`config.mk`:
```
export PLATFORM = sky130hd
export DESIGN_NAME = rns_modaddsub_pipe
export DESIGN_NICKNAME = d
export VERILOG_FILES = /design/src/rtl/rns_modaddsub_pipe.sv
export SDC_FILE = /design/constraint.sdc
export NUM_CORES = 2
export LEC_CHECK = 0
export BUFFER_PORTS_ARGS = -buffer_cell sky130_fd_sc_hd__buf_2
export CAP_MARGIN = 20
export CELL_PAD_IN_SITES_DETAIL_PLACEMENT = 1
export CELL_PAD_IN_SITES_GLOBAL_PLACEMENT = 2
export CORE_ASPECT_RATIO = 1.1
export CORE_MARGIN = 3
export CORE_UTILIZATION = 38
export DETAILED_ROUTE_END_ITERATION = 6
export PLACE_DENSITY = 0.87
export REMOVE_ABC_BUFFERS = 1
export SLEW_MARGIN = 10
export SYNTH_ARGS = -nofsm -noshare
export SYNTH_HDL_FRONTEND = slang
export SYNTH_SLANG_ARGS = --single-unit
```
`constraint.sdc`:
```
create_clock -name clk -period 10 [get_ports clk]
set_input_delay 2 -clock clk [delete_from_list [all_inputs] [get_ports clk]]
set_output_delay 2 -clock clk [all_outputs]
set_load 0.01 [all_outputs]
```
`src/rtl/rns_modaddsub_pipe.sv`:
```
// Two-stage streaming RNS modular add/sub/neg/pass unit with valid/ready flow
// control, polynomial beat counting, out_last tagging and a sticky framing error.

`ifndef q_BASIS_LEN
`define q_BASIS_LEN 2
`endif
`ifndef q_BASIS
`define q_BASIS {32'd4294967279, 32'd4294967291}
`endif
`ifndef N_SLOTS
`define N_SLOTS 4096
`endif

module rns_modaddsub_pipe #(
   parameter int LANES = 4,
   parameter int N_LIMBS = `q_BASIS_LEN,
   parameter int WORD_W = 32,
   parameter logic [N_LIMBS-1:0][WORD_W-1:0] Q = `q_BASIS,
   parameter int BEATS = `N_SLOTS / LANES
) (
   input  logic                              clk,
   input  logic                              rst_n,
   input  logic                              in_valid,
   output logic                              in_ready,
   input  logic [1:0]                        in_op,
   input  logic [LANES*N_LIMBS*WORD_W-1:0]   in_a,
   input  logic [LANES*N_LIMBS*WORD_W-1:0]   in_b,
   input  logic                              in_last,
   output logic                              out_valid,
   input  logic                              out_ready,
   output logic [LANES*N_LIMBS*WORD_W-1:0]   out_data,
   output logic                              out_last,
   output logic                              frame_err
);

   localparam int DW = LANES * N_LIMBS * WORD_W;
   localparam int CNT_W = (BEATS > 1) ? $clog2(BEATS) : 1;
   localparam logic [CNT_W-1:0] LAST_BEAT = CNT_W'(BEATS - 1);

   typedef enum logic [1:0] {
      OP_ADD  = 2'b00,
      OP_SUB  = 2'b01,
      OP_NEG  = 2'b10,
      OP_PASS = 2'b11
   } op_e;

   logic             s1_v;
   op_e              s1_op;
   logic [DW-1:0]    s1_a;
   logic [DW-1:0]    s1_b;
   logic             s1_last;
   logic             s2_v;
   logic [DW-1:0]    s2_data;
   logic             s2_last;
   logic [DW-1:0]    next_data;
   logic [CNT_W-1:0] beat_cnt;
   logic             frame_err_q;
   logic             s2_adv;
   logic             accept;
   logic             at_last;

   // One residue: all arithmetic is done one bit wider than a word so the
   // carry of a+b and the borrow of a-b are never lost before reduction.
   function automatic logic [WORD_W-1:0] reduce(input op_e op,
                                                input logic [WORD_W-1:0] a,
                                                input logic [WORD_W-1:0] b,
                                                input logic [WORD_W-1:0] q);
      logic [WORD_W:0] ax;
      logic [WORD_W:0] bx;
      logic [WORD_W:0] qx;
      logic [WORD_W:0] sum;
      logic [WORD_W:0] diff;
      ax   = {1'b0, a};
      bx   = {1'b0, b};
      qx   = {1'b0, q};
      sum  = ax + bx;
      diff = ax - bx;
      case (op)
         OP_ADD:  reduce = WORD_W'((sum >= qx) ? sum - qx : sum);
         OP_SUB:  reduce = WORD_W'((a >= b) ? diff : diff + qx);
         OP_NEG:  reduce = (a == '0) ? '0 : WORD_W'(qx - ax);
         default: reduce = a;
      endcase
   endfunction

   assign s2_adv   = !s2_v || out_ready;
   assign in_ready = !s1_v || s2_adv;
   assign accept   = in_valid && in_ready;
   assign at_last  = (beat_cnt == LAST_BEAT);

   // Stage 1 reloads whenever it is empty or its beat moves into stage 2.
   always_ff @(posedge clk or negedge rst_n) begin
      if (!rst_n) begin
         s1_v    <= 1'b0;
         s1_op   <= OP_ADD;
         s1_a    <= '0;
         s1_b    <= '0;
         s1_last <= 1'b0;
      end else if (in_ready) begin
         s1_v <= in_valid;
         if (in_valid) begin
            s1_op   <= op_e'(in_op);
            s1_a    <= in_a;
            s1_b    <= in_b;
            s1_last <= at_last;
         end
      end
   end

   // The counter free-runs on accepted beats; in_last is only compared, never used to resync.
   always_ff @(posedge clk or negedge rst_n) begin
      if (!rst_n) begin
         beat_cnt    <= '0;
         frame_err_q <= 1'b0;
      end else if (accept) begin
         beat_cnt <= at_last ? '0 : beat_cnt + CNT_W'(1);
         if (in_last != at_last) begin
            frame_err_q <= 1'b1;
         end
      end
   end

   always_comb begin
      next_data = '0;
      for (int l = 0; l < LANES; l++) begin
         for (int j = 0; j < N_LIMBS; j++) begin
            next_data[(l*N_LIMBS+j)*WORD_W +: WORD_W] =
               reduce(s1_op, s1_a[(l*N_LIMBS+j)*WORD_W +: WORD_W],
                      s1_b[(l*N_LIMBS+j)*WORD_W +: WORD_W], Q[j]);
         end
      end
   end

   // Stage 2 holds its result until the consumer takes it.
   always_ff @(posedge clk or negedge rst_n) begin
      if (!rst_n) begin
         s2_v    <= 1'b0;
         s2_data <= '0;
         s2_last <= 1'b0;
      end else if (s2_adv) begin
         s2_v <= s1_v;
         if (s1_v) begin
            s2_data <= next_data;
            s2_last <= s1_last;
         end
      end
   end

   assign out_valid = s2_v;
   assign out_data  = s2_data;
   assign out_last  = s2_last;
   assign frame_err = frame_err_q;

endmodule

```
After elaboration in Yosys (flattened, before gate mapping)

Index checks and enable logic that the tools add are counted.

ROM bits: 0
Logic and storage cells: 121
Output and inout bits: 260
Memories: 0
Memory bits (writable): 0
Bits of input ports: 519
Bits in latches: 0
Register bits: 785

Eq/ne operators: 4
Multiply operators: 0
Reduce and logical (&&, ||, !) cells: 17
Add/subtract/negate cells: 41
Shifts and indexed selects: 0
Muxes and demuxes: 33
Div/mod/pow operators: 0
Bitwise logic cells: 0
Magnitude comparators: 16

Operators by type and width:

| operator                                              | number |
|---|---|
| two-way mux 32 bit                                    | 24 |
| case mux 32 bit (3 select lines)                      | 8 |
| adder 32 x 32 -> 33 bit                               | 8 |
| >= comparator 33 x 32 -> 1 bit, second input constant | 8 |
| adder 32 bit, second input constant                   | 8 |
| >= comparator 32 bit                                  | 8 |
| logical NOT 32 bit                                    | 8 |
| subtractor 32 bit                                     | 8 |
| subtractor 32 bit, first input constant               | 8 |
| subtractor 32 bit, second input constant              | 8 |
| adder 10 x 1 -> 10 bit, second input constant         | 1 |
| == test 10 bit, second input constant                 | 1 |
| two-way mux 10 bit                                    | 1 |
| AND reduction 2 bit                                   | 3 |
| == test 2 x 1 -> 1 bit, second input constant         | 1 |
| == test 2 bit, second input constant                  | 1 |
| logical NOT 1 bit                                     | 2 |
| logical NOT 2 bit                                     | 1 |
| logical OR 1 bit                                      | 2 |
| logical AND 1 bit                                     | 1 |
| != test 1 bit                                         | 1 |

Longest topological paths before layout

Depth after elaboration: 5
Depth in mapped cells: 18
Mapped depth without buffers: 17

Worst setup path after synthesis

No wires, ideal clock.

Kind: reg-to-reg
Start point: register s1_a[74]
End point: register s2_data[94] (netlist: out_data[94])
Cell stages (with the launch flop): 16
Arrival: 4375 ps
Path buffers: 1
Library setup time: 138 ps
Clock period less this slack: 4513 ps
Slack: 5487 ps
Required time: 9862 ps
Cell sequence: dfrtp_1 > ha_1 > clkbuf_1 > inv_1 > nor4_1 > nand3_1 > o211a_1 > o31ai_1 > a31oi_1 > xnor2_1 > nor4_2 > or4b_1 > or3b_1 > xnor2_1 > o211ai_1 > o211ai_1

Longest elaborated chain between the ends: 4
Elaborated cells on any way between the ends: 12
Classes of those cells: 5 x add/sub; 2 x order compare; 4 x mux; 1 x reduce/logical

Ends and longest elaborated chain:

| item                                                                | RTL line | RTL |
|---|---|---|
| from (decl)                                                         | 49       | `logic [DW-1:0] s1_a;` |
| from (signal assigned)                                              | 103      | `s1_a <= in_a;` |
| subtractor 32 bit / adder 32 x 32 -> 33 bit (equally long branches) | 77, 76   |  |
| adder 32 bit (tied with other cells)                                | 80       | `OP_SUB: reduce = WORD_W'((a >= b) ? diff : diff + qx);` |
| two-way mux 32 bit, on equally long branches                        | 80, 79   |  |
| case mux 32 bit (3 select lines) *                                  | 78       | `case (op)` |
| to (signal assigned)                                                | 143      | `s2_data <= next_data;` |
| to (decl)                                                           | 53       | `logic [DW-1:0] s2_data;` |

Mark *: on every way between the ends. The rest lies on a longest branch, timed or not.
A chain may end at the register's enable or synchronous reset.

Final worst setup path

Start point: register s1_a[1]
End point: register s2_data[24] (netlist: out_data[24])

The elaborated chain is that of the path after synthesis.

==> results.yml <==
clock_network:
  clkSinkCount: 785
  cts_max_path_buffers: 3
  ctsHoldBuffers: 0
  post-cts-setup-buffer-count: 0
  cts_tree: "yes"
  clk-insertion-delay-late_ns: 0.79
  cts.clk_slew.worst_paths_ns: 0.07
  clock_tree.htree_level_count: 3
  cts_buffers: 102
  number_of_gates_given_a_new_drive_strength_after_cts: 0
  clock-root-buffer: "sky130_fd_sc_hd__clkbuf_16"
detailed_routing:
  vias_per_cell: 6.24
  via_count: 91381
  routedWlPerCell_um: 28.9
  drc_errors: 1
  detail_route.first_pass.iterations: 7
  drt_iter0_drc: 8368
  antenna_violating_nets_post_route: 0
  route.final.wire_length_um: 423000
run_status:
  status: "finished with violations"
  violations: "design-rule violations"
floorplan:
  pin_count: 779
  placeableCoreArea_mm2: 0.215
  die_area_mm2: 0.223
  fp-row-count: 178
  initial_utilization_pct: 38.4
  die_h_um: 495
  chipWidth_um: 450
hold_path:
  min-delay-path-class: "reg2reg"
timing:
  post-route-min-period_ns: 6.43
  rsz_0062_raised_after_global_routing: "no"
  max-slew-margin-rel_pct: 21.4
  worst_slew_pin_slew_ns: 1.17
  final_critical_path_setup_slack_ns: 3.57
  timing.setup.tns_ns: 0
  drv_slew: 0
  layout_worst_path_cycle_share_pct: 64.3
  setup-violations-final: 0
  hold_viol_final: 0
  max_freq_mhz: 156
  skew_ns: 0.0330
worst_setup_path:
  timing.critical_path.from_type: "flop"
  critPathCaptureType: "flop"
  worst_path_max_delay_cell: "sky130_fd_sc_hd__a22o_1"
  reg2reg_slack_ns: 3.57
  cp-endpoint: "out_data[24]$_DFFE_PN0P_"
  r2r_start: "s1_a[1]$_DFFE_PN0P_"
  worst-path-max-fanout: 16
  crit_family: "simple AND/OR/NAND/NOR gates"
  r2r_cells: 14
  cp.buffers_inverters: 0
  worstPathRequired_ns: 10.69
  critical_path.cell_chain: "ha_1 > nand2b_1 > a221oi_1 > nor2_1 > a311o_1 > a211oi_1 > nand4bb_1 > nor3b_1 > nand4b_1 > nor4_4 > a22o_1 > nand4b_1 > xnor2_1 > o211ai_1"
  criticalPathCategory: "reg2reg"
  timing.rr.end: "out_data[24]$_DFFE_PN0P_"
  critPathLaunch: "s1_a[1]$_DFFE_PN0P_"
  slowest_delay_ns: 0.90
  timing.critical_path.mode_cell: "sky130_fd_sc_hd__nand4b_1"
  worstPathArrival_ns: 7.12
  worst-path-stages: 14
global_route:
  first_global_vias: 93926
  grt-ovfl-total: 0
  antenna_found_initial: 44
  grt_pass1_wl_um: 624000
  maximum_number_of_pins_on_one_net_before_global_route_repair: 158
  grtUsageTotal_pct: 36.5
power_and_ir_drop:
  power.density_mw_per_mm2: 231
  vdd.ir_drop.worst_uv: 149
  cellLeakagePower_uw: 0.0392
  power.total_uw: 21400
layout:
  fin_cells: 14634
  post-route-cell-area_mm2: 0.0924
  syn2layout_area_growth_pct: 12.0
  layout.cells.most_common: "sky130_fd_sc_hd__nand2_1"
  drive_gt1_share_pct: 10.9
  final_cell_mix: "1,644 x sky130_fd_sc_hd__nand2_1, 938 x sky130_fd_sc_hd__o21ai_0, 910 x sky130_fd_sc_hd__nor2_1"
  fin_nets: 12731
placed_design:
  dp_slack_ns: 3.73
  number_of_cells_in_the_design_after_placement: 14423
  buffer_ports.inserted: 778
  routabilityCongestion: 1.01
  hpwlAfterDp_um: 325000
  placedInstanceArea_mm2: 0.0888
yosys:
  async_flop_share_pct: 100
  syn_area_mm2: 0.0825
  synth_cell_types: 113
  ys_seq_area_share_pct: 23.8
  post_synth_inst_count: 11272
  synth_seq_cells: 785
  number_of_synthesized_flops_with_an_enable_pin: 0
  synth.yosys.warnings: 0
  syn-mean-instance-area_um2: 7.32
  synth_ff_type: "sky130_fd_sc_hd__dfrtp_1"
flow_run:
  cap_violations: 0
state kept, by name, summed over array words and instances (netlist names):
name       count
s1_last        1
s1_op          2
beat_cnt      10
out_data     256
frame_err      1
s1_a         256
out_valid      1
s1_b         256
s1_v           1
out_last       1
synthesized netlist by cell type, drive strengths merged (36+ instances only):
master	n	area (µm²)
nand2	1652	6200
o21ai	970	4850
nor2	918	3450
dfrtp	785	19600
a21oi	737	3690
xnor2	614	5390
inv	596	2240
ha	545	6820
clkbuf	504	1890
nor3	440	2250
nand3	293	1470
xor2	262	2290
nor4	201	1340
nand4	158	988
a211oi	139	1060
and3	134	838
a21o	132	991
or3	131	820
nor2b	127	795
o211ai	116	871
o31ai	116	881
a221oi	113	996
buf	99	467
o221ai	96	841
a31oi	92	576
nand2b	91	569
o21a	88	661
and2	86	538
or2	85	532
o21bai	83	627
a2111oi	56	534
a311oi	50	438
or4	45	342
nor3b	43	333
o22ai	43	269
o311ai	42	368
o31a	40	350
nor4b	36	359
power by group:
part           internal [µW]  switching [µW]  total (µW)
clock network           2390            1720        4110
logic                   4170            8240       12400
registers               3880            1010        4880
total                  10400           11000       21400
metrics by stage:
stage | utilization [%] | hold slack, ns
detailed placement | 41.3 | 0.441
finish | 43.0 | 0.455
global route | 43.0 | 0.497
global placement | 41.3 | 0.435
floorplan | - | 0.439
CTS | 43.0 | 0.459
logic make-up (layout without fill, tap and decap cells):
group / count (synthesis) / count (layout) / synth area share [%]
xor+xnor: 878 / 878 / 9.36
other cells: 0 / 18 / 0
fa+ha+maj: 561 / 561 / 8.65
mux: 44 / 44 / 0.553
simple gates: 4568 / 4568 / 26.6
compound gates: 3229 / 3229 / 25.4
buf+inv: 1207 / 1671 / 5.60
flops: 785 / 785 / 23.8
metal layers:
metal  vias up  track usage, %  wire length, µm
met5         -               0               52
met2      3299            59.5           193000
met1     46013            47.2           179000
met3       800            5.39            27700
li1      41261               -                -
met4         8            18.0            23200
area by class of cell:
cell class | instances | area, µm²
multi-input combinational | 9280 | 58400
timing repair buffer | 878 | 4830
inverter | 604 | 2270
tap | 2880 | 3600
clock inverter | 49 | 682
sequential | 785 | 19700
fill | 26953 | 122000
clock buffer | 140 | 2940
antenna | 18 | 45.0
how the worst min path moves through the flow:
stage | depth (start not counted) | slack, ns | endpoint | from
after CTS | 1 | 0.46 | frame_err$_DFFE_PN0P_ | frame_err$_DFFE_PN0P_
after detailed placement | 1 | 0.44 | frame_err$_DFFE_PN0P_ | frame_err$_DFFE_PN0P_
after floorplan | 2 | 0.44 | out_last$_DFFE_PN0P_ | s1_last$_DFFE_PN0P_
after global routing | 1 | 0.50 | frame_err$_DFFE_PN0P_ | frame_err$_DFFE_PN0P_
after global placement | 1 | 0.43 | frame_err$_DFFE_PN0P_ | frame_err$_DFFE_PN0P_
final | 1 | 0.45 | frame_err$_DFFE_PN0P_ | frame_err$_DFFE_PN0P_
(Power assumes the default switching activity.)
